$ cat src/rtl/miriscv_lsu_pkg.sv
// Shared LSU types and defaults for the data-memory arbiter slice.
package miriscv_lsu_pkg;

    localparam int XLEN = 32;
    localparam int DEFAULT_OUTSTANDING_DEPTH = 2;

    // Requester identity; also the payload stored per in-flight transaction.
    typedef enum logic {
        OWNER_CORE = 1'b0,
        OWNER_AUX  = 1'b1
    } owner_e;

    // The requester that is not the given one.
    function automatic owner_e other_owner(input owner_e owner);
        return (owner == OWNER_CORE) ? OWNER_AUX : OWNER_CORE;
    endfunction

endpackage

$ cat src/rtl/miriscv_dmem_arbiter_if.sv
// Bus bundle for the data-memory arbiter: core port, aux port and memory port.
interface miriscv_dmem_arbiter_if;
    import miriscv_lsu_pkg::*;

    logic              c_req_i;
    logic              c_we_i;
    logic [XLEN/8-1:0] c_be_i;
    logic [XLEN-1:0]   c_addr_i;
    logic [XLEN-1:0]   c_wdata_i;
    logic              c_gnt_o;
    logic              c_rvalid_o;
    logic [XLEN-1:0]   c_rdata_o;
    logic              c_stall_req_o;

    logic              a_req_i;
    logic              a_we_i;
    logic [XLEN/8-1:0] a_be_i;
    logic [XLEN-1:0]   a_addr_i;
    logic [XLEN-1:0]   a_wdata_i;
    logic              a_gnt_o;
    logic              a_rvalid_o;
    logic [XLEN-1:0]   a_rdata_o;

    logic              mem_req_o;
    logic              mem_we_o;
    logic [XLEN/8-1:0] mem_be_o;
    logic [XLEN-1:0]   mem_addr_o;
    logic [XLEN-1:0]   mem_wdata_o;
    logic              mem_gnt_i;
    logic              mem_rvalid_i;
    logic [XLEN-1:0]   mem_rdata_i;

    // Arbiter view.
    modport slave (
        input  c_req_i, c_we_i, c_be_i, c_addr_i, c_wdata_i,
        output c_gnt_o, c_rvalid_o, c_rdata_o, c_stall_req_o,
        input  a_req_i, a_we_i, a_be_i, a_addr_i, a_wdata_i,
        output a_gnt_o, a_rvalid_o, a_rdata_o,
        output mem_req_o, mem_we_o, mem_be_o, mem_addr_o, mem_wdata_o,
        input  mem_gnt_i, mem_rvalid_i, mem_rdata_i
    );

    // Environment view (requesters and memory together).
    modport master (
        output c_req_i, c_we_i, c_be_i, c_addr_i, c_wdata_i,
        input  c_gnt_o, c_rvalid_o, c_rdata_o, c_stall_req_o,
        output a_req_i, a_we_i, a_be_i, a_addr_i, a_wdata_i,
        input  a_gnt_o, a_rvalid_o, a_rdata_o,
        input  mem_req_o, mem_we_o, mem_be_o, mem_addr_o, mem_wdata_o,
        output mem_gnt_i, mem_rvalid_i, mem_rdata_i
    );

endinterface

$ cat src/rtl/miriscv_dmem_arb_fifo.sv
// Owner FIFO: remembers which requester issued each in-flight transaction so
// in-order memory responses can be routed back.
module miriscv_dmem_arb_fifo
    import miriscv_lsu_pkg::*;
#(
    parameter int DEPTH = DEFAULT_OUTSTANDING_DEPTH
) (
    input  logic                   clk_i,
    input  logic                   arstn_i,
    input  logic                   i_push,
    input  logic                   i_pop,
    input  owner_e                 i_data,
    output owner_e                 o_data,
    output logic                   o_full,
    output logic                   o_empty,
    output logic [$clog2(DEPTH):0] o_count
);

    localparam int PW = $clog2(DEPTH);
    localparam int CW = PW + 1;
    localparam logic [CW-1:0] DEPTH_CNT = CW'(DEPTH);

    owner_e          r_slots [DEPTH];
    logic [PW-1:0]   r_wrPtr;
    logic [PW-1:0]   r_rdPtr;
    logic [CW-1:0]   r_count;
    logic            w_doPush;
    logic            w_doPop;

    // A push into a full FIFO is only legal alongside a pop of the head.
    assign w_doPop  = i_pop & (r_count != '0);
    assign w_doPush = i_push & ((r_count != DEPTH_CNT) | w_doPop);

    assign o_data  = r_slots[r_rdPtr];
    assign o_full  = (r_count == DEPTH_CNT);
    assign o_empty = (r_count == '0);
    assign o_count = r_count;

    // Pointer, occupancy and slot update; pointers wrap naturally (power-of-two depth).
    always_ff @(posedge clk_i or negedge arstn_i) begin
        if (!arstn_i) begin
            r_wrPtr <= '0;
            r_rdPtr <= '0;
            r_count <= '0;
            for (int i = 0; i < DEPTH; i++) begin
                r_slots[i] <= OWNER_CORE;
            end
        end else begin
            if (w_doPush) begin
                r_slots[r_wrPtr] <= i_data;
                r_wrPtr          <= r_wrPtr + PW'(1);
            end
            if (w_doPop) begin
                r_rdPtr <= r_rdPtr + PW'(1);
            end
            if (w_doPush && !w_doPop) begin
                r_count <= r_count + CW'(1);
            end else if (w_doPop && !w_doPush) begin
                r_count <= r_count - CW'(1);
            end
        end
    end

endmodule

$ cat src/rtl/miriscv_dmem_arbiter.sv
// Two-requester (core LSU / aux) data-memory arbiter with round-robin
// selection, a bounded number of in-flight transactions and in-order
// response routing.
module miriscv_dmem_arbiter
    import miriscv_lsu_pkg::*;
#(
    parameter int OUTSTANDING_DEPTH = DEFAULT_OUTSTANDING_DEPTH
) (
    input  logic                   clk_i,
    input  logic                   arstn_i,
    miriscv_dmem_arbiter_if.slave  bus,
    output logic                   err_o
);

    localparam int CW = $clog2(OUTSTANDING_DEPTH) + 1;

    owner_e          r_lastWinner;
    owner_e          r_holdOwner;
    logic            r_holdValid;
    logic            r_err;

    owner_e          w_sel;
    owner_e          w_headOwner;
    logic            w_holdLive;
    logic            w_canIssue;
    logic            w_memReq;
    logic            w_accept;
    logic            w_respValid;
    logic            w_fifoFull;
    logic            w_fifoEmpty;
    logic [CW-1:0]   w_count;

    // A response only counts when something is outstanding; otherwise it is stray.
    assign w_respValid = bus.mem_rvalid_i & (w_count != '0);
    assign w_canIssue  = ~w_fifoFull | w_respValid;
    assign w_memReq    = (bus.c_req_i | bus.a_req_i) & w_canIssue;
    assign w_accept    = w_memReq & bus.mem_gnt_i;

    // A request offered but not accepted last cycle keeps ownership while still asserted.
    assign w_holdLive = r_holdValid &
                        (((r_holdOwner == OWNER_CORE) & bus.c_req_i) |
                         ((r_holdOwner == OWNER_AUX)  & bus.a_req_i));

    // Winner selection: frozen hold, else round-robin on a tie, else the sole requester.
    always_comb begin
        w_sel = OWNER_CORE;
        if (w_holdLive) begin
            w_sel = r_holdOwner;
        end else if (bus.c_req_i && bus.a_req_i) begin
            w_sel = other_owner(r_lastWinner);
        end else if (bus.a_req_i) begin
            w_sel = OWNER_AUX;
        end
    end

    assign bus.mem_req_o   = w_memReq;
    assign bus.mem_we_o    = (w_sel == OWNER_AUX) ? bus.a_we_i    : bus.c_we_i;
    assign bus.mem_be_o    = (w_sel == OWNER_AUX) ? bus.a_be_i    : bus.c_be_i;
    assign bus.mem_addr_o  = (w_sel == OWNER_AUX) ? bus.a_addr_i  : bus.c_addr_i;
    assign bus.mem_wdata_o = (w_sel == OWNER_AUX) ? bus.a_wdata_i : bus.c_wdata_i;

    assign bus.c_gnt_o       = w_accept & (w_sel == OWNER_CORE);
    assign bus.a_gnt_o       = w_accept & (w_sel == OWNER_AUX);
    assign bus.c_stall_req_o = bus.c_req_i & ~bus.c_gnt_o;

    assign bus.c_rvalid_o = w_respValid & (w_headOwner == OWNER_CORE);
    assign bus.a_rvalid_o = w_respValid & (w_headOwner == OWNER_AUX);
    assign bus.c_rdata_o  = bus.mem_rdata_i;
    assign bus.a_rdata_o  = bus.mem_rdata_i;

    assign err_o = r_err;

    miriscv_dmem_arb_fifo #(
        .DEPTH (OUTSTANDING_DEPTH)
    ) u_fifo (
        .clk_i   (clk_i),
        .arstn_i (arstn_i),
        .i_push  (w_accept),
        .i_pop   (w_respValid),
        .i_data  (w_sel),
        .o_data  (w_headOwner),
        .o_full  (w_fifoFull),
        .o_empty (w_fifoEmpty),
        .o_count (w_count)
    );

    // Round-robin pointer, stalled-request hold and sticky stray-response flag.
    always_ff @(posedge clk_i or negedge arstn_i) begin
        if (!arstn_i) begin
            r_lastWinner <= OWNER_AUX;
            r_holdOwner  <= OWNER_CORE;
            r_holdValid  <= 1'b0;
            r_err        <= 1'b0;
        end else begin
            if (w_accept) begin
                r_lastWinner <= w_sel;
            end
            r_holdValid <= w_memReq & ~bus.mem_gnt_i;
            r_holdOwner <= w_sel;
            if (bus.mem_rvalid_i && w_fifoEmpty) begin
                r_err <= 1'b1;
            end
        end
    end

endmodule
$ cat src/flat_wrapper.sv
// flat-port wrapper written by rule: the top's interface ports become plain ports
module miriscv_dmem_arbiter_flat import miriscv_lsu_pkg::*;
#(
    parameter int OUTSTANDING_DEPTH = DEFAULT_OUTSTANDING_DEPTH
)
  (clk_i, arstn_i, err_o, bus_c_req_i, bus_c_we_i, bus_c_be_i, bus_c_addr_i, bus_c_wdata_i, bus_c_gnt_o, bus_c_rvalid_o, bus_c_rdata_o, bus_c_stall_req_o, bus_a_req_i, bus_a_we_i, bus_a_be_i, bus_a_addr_i, bus_a_wdata_i, bus_a_gnt_o, bus_a_rvalid_o, bus_a_rdata_o, bus_mem_req_o, bus_mem_we_o, bus_mem_be_o, bus_mem_addr_o, bus_mem_wdata_o, bus_mem_gnt_i, bus_mem_rvalid_i, bus_mem_rdata_i);
  miriscv_dmem_arbiter_if bus_i ();
  input  logic clk_i;
  input  logic arstn_i;
  output logic err_o;
  input wire logic [$bits(bus_i.c_req_i)-1:0] bus_c_req_i;
  input wire logic [$bits(bus_i.c_we_i)-1:0] bus_c_we_i;
  input wire logic [$bits(bus_i.c_be_i)-1:0] bus_c_be_i;
  input wire logic [$bits(bus_i.c_addr_i)-1:0] bus_c_addr_i;
  input wire logic [$bits(bus_i.c_wdata_i)-1:0] bus_c_wdata_i;
  output wire logic [$bits(bus_i.c_gnt_o)-1:0] bus_c_gnt_o;
  output wire logic [$bits(bus_i.c_rvalid_o)-1:0] bus_c_rvalid_o;
  output wire logic [$bits(bus_i.c_rdata_o)-1:0] bus_c_rdata_o;
  output wire logic [$bits(bus_i.c_stall_req_o)-1:0] bus_c_stall_req_o;
  input wire logic [$bits(bus_i.a_req_i)-1:0] bus_a_req_i;
  input wire logic [$bits(bus_i.a_we_i)-1:0] bus_a_we_i;
  input wire logic [$bits(bus_i.a_be_i)-1:0] bus_a_be_i;
  input wire logic [$bits(bus_i.a_addr_i)-1:0] bus_a_addr_i;
  input wire logic [$bits(bus_i.a_wdata_i)-1:0] bus_a_wdata_i;
  output wire logic [$bits(bus_i.a_gnt_o)-1:0] bus_a_gnt_o;
  output wire logic [$bits(bus_i.a_rvalid_o)-1:0] bus_a_rvalid_o;
  output wire logic [$bits(bus_i.a_rdata_o)-1:0] bus_a_rdata_o;
  output wire logic [$bits(bus_i.mem_req_o)-1:0] bus_mem_req_o;
  output wire logic [$bits(bus_i.mem_we_o)-1:0] bus_mem_we_o;
  output wire logic [$bits(bus_i.mem_be_o)-1:0] bus_mem_be_o;
  output wire logic [$bits(bus_i.mem_addr_o)-1:0] bus_mem_addr_o;
  output wire logic [$bits(bus_i.mem_wdata_o)-1:0] bus_mem_wdata_o;
  input wire logic [$bits(bus_i.mem_gnt_i)-1:0] bus_mem_gnt_i;
  input wire logic [$bits(bus_i.mem_rvalid_i)-1:0] bus_mem_rvalid_i;
  input wire logic [$bits(bus_i.mem_rdata_i)-1:0] bus_mem_rdata_i;
  assign bus_i.c_req_i = bus_c_req_i;
  assign bus_i.c_we_i = bus_c_we_i;
  assign bus_i.c_be_i = bus_c_be_i;
  assign bus_i.c_addr_i = bus_c_addr_i;
  assign bus_i.c_wdata_i = bus_c_wdata_i;
  assign bus_c_gnt_o = bus_i.c_gnt_o;
  assign bus_c_rvalid_o = bus_i.c_rvalid_o;
  assign bus_c_rdata_o = bus_i.c_rdata_o;
  assign bus_c_stall_req_o = bus_i.c_stall_req_o;
  assign bus_i.a_req_i = bus_a_req_i;
  assign bus_i.a_we_i = bus_a_we_i;
  assign bus_i.a_be_i = bus_a_be_i;
  assign bus_i.a_addr_i = bus_a_addr_i;
  assign bus_i.a_wdata_i = bus_a_wdata_i;
  assign bus_a_gnt_o = bus_i.a_gnt_o;
  assign bus_a_rvalid_o = bus_i.a_rvalid_o;
  assign bus_a_rdata_o = bus_i.a_rdata_o;
  assign bus_mem_req_o = bus_i.mem_req_o;
  assign bus_mem_we_o = bus_i.mem_we_o;
  assign bus_mem_be_o = bus_i.mem_be_o;
  assign bus_mem_addr_o = bus_i.mem_addr_o;
  assign bus_mem_wdata_o = bus_i.mem_wdata_o;
  assign bus_i.mem_gnt_i = bus_mem_gnt_i;
  assign bus_i.mem_rvalid_i = bus_mem_rvalid_i;
  assign bus_i.mem_rdata_i = bus_mem_rdata_i;
  miriscv_dmem_arbiter #(.OUTSTANDING_DEPTH(OUTSTANDING_DEPTH)) u_core (.clk_i(clk_i), .arstn_i(arstn_i), .bus(bus_i), .err_o(err_o));
endmodule
$ cat config.mk
export PLATFORM = sky130hd
export DESIGN_NAME = miriscv_dmem_arbiter_flat
export DESIGN_NICKNAME = d
export VERILOG_FILES = /design/src/rtl/miriscv_lsu_pkg.sv /design/src/rtl/miriscv_dmem_arbiter_if.sv /design/src/rtl/miriscv_dmem_arb_fifo.sv /design/src/rtl/miriscv_dmem_arbiter.sv /design/src/flat_wrapper.sv
export SDC_FILE = /design/constraint.sdc
export NUM_CORES = 1
export LEC_CHECK = 0
export CORE_AREA = 3 3 121 123
export DETAILED_ROUTE_END_ITERATION = 8
export DIE_AREA = 0 0 124 126
export PLACE_DENSITY_LB_ADDON = 0.15
export SLEW_MARGIN = 20
export SYNTH_ARGS = -nofsm -noshare
export SYNTH_HDL_FRONTEND = slang
export SYNTH_SLANG_ARGS = --single-unit
export TNS_END_PERCENT = 1
$ cat constraint.sdc
create_clock -name clk_i -period 5.33 [get_ports clk_i]
set_clock_uncertainty 0.1 [all_clocks]
set_input_delay 1.066 -clock clk_i [delete_from_list [all_inputs] [get_ports clk_i]]
set_output_delay 1.066 -clock clk_i [all_outputs]
set_load 0.01 [all_outputs]
==> impl_metrics.toml, run 1 <==
[logic_synthesis]
synth_area_leader_cell = "o211ai_2"
yosysSeqAreaShare = 0.0803
synth.most_common_cell = "nand2_1"
synthArstFlopShare = 1.00
synth_top_area_frac = 0.272
synthTopCellsByCount = "nand2_1 (139), o211ai_1 (70), o211ai_2 (68), buf_4 (67), clkbuf_1 (31)"
synth_edf_count = 0
yosys.cell_types.count = 29
ys_ff_latch = 10
syn_inst = 433
yosys-top-cells-area = "o211ai_2 (27%), o211ai_1 (17%), nand2_1 (17%)"
syn_area_per_cell_um2 = 7.23
yosys_warnings = 0
ys.flop_type = "dfrtp_1"
syn_area_mm2 = 0.00313
syn-num-nets = 610

[place]
portBuffers = 219
dp_slack_ns = 1.25
dpl.cell_count = 729
hpwl_um = 8960
place_congestion = 0.717

[global_routing]
grt_pass1_vias = 3483
grt-ovfl-total = 0
grt_max_degree = 76
grt_pass1_wl_um = 19000
antenna_found_initial = 0
grt_usage = 0.149

[cts]
cts_hold_buf = 0
clockRootBuffer = "clkbuf_16"
cts_buffers = 3
clkSinkCount = 10
path_clk_slew_ns = 0.04
insertion_delay_ns = 0.23
cts-htree-levels = 1
postCtsSetupBuffers = 0
ctsResizeCount = 0
cts_tree = "built"
ctsLongestPathBuffers = 2

[timing]
finalSetupTns_ns = 0
drv_slew = 0
fin_crit_sh = 0.803
min_period_ns = 4.28
finalSetupViolations = 0
rsz0062_at_grt = "false"
hold_viol_final = 0
setup_ws_ns = 1.05
worstMarginPinSlew_ns = 0.871
slew-limit-headroom = 0.418
fmax_mhz = 234

[die]
die_x_um = 124
pin_count = 316
start_util = 0.227
rows = 43
dieArea_mm2 = 0.0156
die_h_um = 126
core_mm2 = 0.0138

[power]
p_leak_nw = 1.88
ir_worst_vdd_uv = 91.1
power_density_mw_per_mm2 = 215

[cells_and_area]
nFillCells = 1512
nets = 731
antennaDiodeCount = 0
drive_gt1_frac = 0.163
fin_cells = 733
final_util = 0.361
regArea_um2 = 251
area_growth_pct = 58.7
multiInputGateArea_mm2 = 0.00215

[critical_path]
worstSetupPathType = "reg2out"
cp-end-kind = "primary output"
required_ns = 4.16
cp_cell_sequence = "nor2b_4, o21a_4, buf_4, o211ai_2, clkdlybuf4s50_1"
worstPathArrival_ns = 3.11
max_stage_delay_ns = 0.74
start_kind = "flip-flop"
cp_max_fo = 34
critPathSlowestCell = "nor2b_4"

[route]
vias = 3603
wl_met2_um = 5980
ant_nets = 0
drt_iter0_drc = 181
routedWlPerCell_um = 17.2
drt_pass1_iterations = 4
route.met3.wl_um = 1330
drc = 0
met1_length_um = 5010
routed_wl_um = 12600
top_layer_used = "met4"
vias_per_cell = 4.92

[run]
drv_cap = 0

[hold_path]
min_path_type = "reg2reg"

[outcome]
status = "completed"
[metrics by stage]
stage                     hold slack (ns)  power [mW]  instance area (um^2)
after CTS                           0.376        1.08                  4970
after detailed placement            0.362       0.931                  4880
after floorplan                     0.351       0.616                  3130
final                               0.373        1.07                  4970
after global routing                0.411        1.15                  4970
after global placement              0.352       0.931                  4880
[critical path: cells and delay by family (launching register included)]
kind / cells / cell delay, ns
simple gates: 1 / 0.74
compound gates: 2 / 0.77
flops: 1 / 0.38
buf+inv: 2 / 0.95
[final timing paths]
| path | startpoint | end | slack [ns] | depth (start not counted) |
|---|---|---|---|---|
| max in group asynchronous | arstn_i | u_core.r_lastWinner$_DFFE_PN1N_ | 3.73 | 1 |
| worst max register to register | u_core.r_holdValid$_DFF_PN0_ | u_core.r_holdOwner$_DFF_PN0_ | 3.24 | 3 |
| worst min register to register | u_core.err_o$_DFFE_PN0P_ | u_core.err_o$_DFFE_PN0P_ | 0.37 | 1 |
| worst max-delay path | u_core.r_holdValid$_DFF_PN0_ | bus_mem_addr_o[30] | 1.05 | 5 |
| min in group asynchronous | arstn_i | u_core.u_fifo.r_slots[0]$_DFFE_PN0P_ | 1.06 | 1 |
| worst min-delay path | u_core.err_o$_DFFE_PN0P_ | u_core.err_o$_DFFE_PN0P_ | 0.37 | 1 |
[placed cells by master (no fill, tap or decap), drive strengths merged]
cell / netlist / layout
ha: 1 / 1
a21oi: 1 / 1
a31oi: 3 / 3
nor3b: 2 / 2
and2: 1 / 1
nor2b: 4 / 4
xor2: 2 / 2
mux2i: 1 / 1
clkbuf: 31 / 4
nand2: 139 / 139
nor3: 2 / 2
o21a: 1 / 1
o21ai: 1 / 1
xnor2: 3 / 3
o311a: 1 / 1
nor2: 6 / 6
clkdlybuf4s50: 0 / 217
a41oi: 2 / 2
dfrtp: 9 / 9
a21o: 1 / 1
o211ai: 138 / 138
or3b: 1 / 1
dfstp: 1 / 1
inv: 2 / 2
buf: 80 / 10
[sequential cells by signal (all words and copies together) (netlist names)]
| register | flops |
|---|---|
| u_core.err_o | 1 |
| u_core.r_holdOwner | 1 |
| u_core.r_holdValid | 1 |
| u_core.r_lastWinner | 1 |
| u_core.u_fifo.o_count | 2 |
| u_core.u_fifo.r_rdPtr | 1 |
| u_core.u_fifo.r_slots | 2 |
| u_core.u_fifo.r_wrPtr | 1 |
[power breakdown]
group	total (mW)	switching, mW	internal, mW
clock network	0.147	0.0340	0.113
registers	0.136	0.0276	0.108
logic	0.784	0.382	0.402
total	1.07	0.444	0.623
[cells by family (layout without fill, tap and decap cells)]
group,Yosys count,in the layout,synth area share
fa+ha+maj,1,1,0.00399
simple gates,155,155,0.197
compound gates,148,148,0.463
xor+xnor,5,5,0.0140
buf+inv,113,233,0.239
flops,10,10,0.0803
mux,1,1,0.00320
[cell type report]
class,instances,area share
Multi-Input combinational cell,310,0.434
Tap cell,180,0.0453
Inverter,2,0.00151
Clock buffer,4,0.0179
Sequential cell,10,0.0506
Timing Repair Buffer,227,0.451
[layer usage]
layer,track usage,vias to the layer above
met2,0.253,179
li1,-,1733
met5,0,-
met4,0.0387,0
met1,0.184,1660
met3,0.0436,31
No activity file was read; power rests on OpenSTA's default activity.
==> run 2: changes to the inputs <==
--- a/config.mk
+++ b/config.mk
@@ -5,9 +5,9 @@
 export SDC_FILE = /design/constraint.sdc
 export NUM_CORES = 1
 export LEC_CHECK = 0
-export CORE_AREA = 3 3 121 123
+export CORE_AREA = 3 3 122 124
 export DETAILED_ROUTE_END_ITERATION = 8
-export DIE_AREA = 0 0 124 126
+export DIE_AREA = 0 0 125 127
 export PLACE_DENSITY_LB_ADDON = 0.15
 export SLEW_MARGIN = 20
 export SYNTH_ARGS = -nofsm -noshare
==> constraint.sdc (replaced) <==
create_clock -name clk_i -period 3.7 [get_ports clk_i]
set_clock_uncertainty 0.1 [all_clocks]
set_input_delay 0.74 -clock clk_i [delete_from_list [all_inputs] [get_ports clk_i]]
set_output_delay 0.74 -clock clk_i [all_outputs]
set_load 0.01 [all_outputs]
==> impl_metrics.toml, run 2 (synthesis gave the netlist of run 1 again) <==
[place]
hpwl_um = 8950
portBuffers = 219
place_area_mm2 = 0.00493
dpl.cell_count = 731
dp_slack_ns = 0.382
place_congestion = 0.809

[critical_path]
path_buf_inv = 2
cp_top_family = "buffers and inverters"
cp-end-kind = "primary output"
required_ns = 2.86
start_kind = "input pin"
worstPathArrival_ns = 2.47
worstSetupPathType = "in2out"
cp_max_fo = 5
path_common_cell = "clkdlybuf4s50_1"
critPathSlowestCell = "clkdlybuf4s50_1"
cp_cell_sequence = "clkdlybuf4s50_1, or3b_4, o311a_2, nor2b_1, clkdlybuf4s50_1"
max_stage_delay_ns = 0.54

[power]
p_seq_frac = 0.128
power.internal_mw = 0.894
power_mw = 1.54
p_leak_nw = 1.90
ir_worst_vdd_uv = 164
sw_frac_of_total = 0.419
comb_power_share = 0.748
power_density_mw_per_mm2 = 307
clkPwrFrac = 0.124
switchingPower_mw = 0.646

[die]
pin_count = 316
die_h_um = 127
die_x_um = 125
dieArea_mm2 = 0.0159
start_util = 0.226
core_mm2 = 0.0139
rows = 43

[cts]
ctsResizeCount = 0
cts_tree = "built"
insertion_delay_ns = 0.23
ctsLongestPathBuffers = 2
clkSinkCount = 10
cts-htree-levels = 1
clockRootBuffer = "clkbuf_16"
path_clk_slew_ns = 0.04
postCtsSetupBuffers = 0
cts_buffers = 3
cts_hold_buf = 0

[cells_and_area]
nets = 733
mostFrequentLayoutCells = "clkdlybuf4s50_1 (217), nand2_1 (139), o211ai_1 (70)"
nFillCells = 1469
final_util = 0.361
antennaDiodeCount = 0
fin_cells = 735
drive_gt1_frac = 0.164
layout_commonest_cell = "clkdlybuf4s50_1"
area_growth_pct = 60.0
finish.instance_area_mm2 = 0.00501

[outcome]
status = "completed"

[timing]
slew-limit-headroom = 0.673
finalSetupViolations = 0
fin_crit_sh = 0.894
fmax_mhz = 302
rsz0062_at_grt = "false"
hold_viol_final = 0
setup_ws_ns = 0.391
finalSetupTns_ns = 0
min_period_ns = 3.31
drv_slew = 0
worstMarginPinSlew_ns = 0.485
holdWs_ns = 0.356

[route]
drt_iter0_drc = 147
ant_nets = 0
drc = 0
routedWlPerCell_um = 17.0
vias = 3609
vias_per_cell = 4.91
drt_pass1_iterations = 4
routed_wl_um = 12500

[hold_path]
min_path_type = "reg2reg"

[global_routing]
grt_pass1_vias = 3855
grt_pass1_wl_um = 20000
antenna_found_initial = 0
grt_usage = 0.148
grt-ovfl-total = 0
grt_max_degree = 74

[run]
drv_cap = 0
-- run 2: power groups by stage --
stage	clock [mW]	sequential, mW	combinational (mW)
final	0.191	0.197	1.15
after global routing	0.202	0.203	1.25
after CTS	0.195	0.196	1.17
after detailed placement	0	0.196	1.16
after global placement	0	0.195	1.16
after floorplan	0	0.184	0.704
-- run 2: final timing paths --
path                       slack [ns]                                 start                                    to  cells past startpoint
setup / recovery                 0.39                      bus_mem_rvalid_i                     bus_c_stall_req_o                      5
hold / removal                   0.36              u_core.err_o$_DFFE_PN0P_              u_core.err_o$_DFFE_PN0P_                      1
setup reg to reg                 1.92  u_core.u_fifo.o_count[1]$_DFFE_PN0P_  u_core.u_fifo.o_count[1]$_DFFE_PN0P_                      6
hold reg to reg                  0.36              u_core.err_o$_DFFE_PN0P_              u_core.err_o$_DFFE_PN0P_                      1
max in group asynchronous        2.44                               arstn_i       u_core.r_lastWinner$_DFFE_PN1N_                      1
min in group asynchronous        0.72                               arstn_i              u_core.err_o$_DFFE_PN0P_                      1
-- run 2: layout make-up --
type	count	area, um^2	area share
timing repair buffer	229	2290	0.458
clock buffer	4	78.8	0.0157
inverter	2	7.51	0.00150
tap	180	225	0.0449
multi-input combinational	310	2150	0.430
sequential	10	251	0.0502
-- run 2: metal layers --
| metal | routed length (um) | GRT usage |
|---|---|---|
| met5 | 0 | 0 |
| met4 | 199 | 0.0325 |
| met3 | 966 | 0.0339 |
| met2 | 6390 | 0.284 |
| met1 | 4950 | 0.165 |
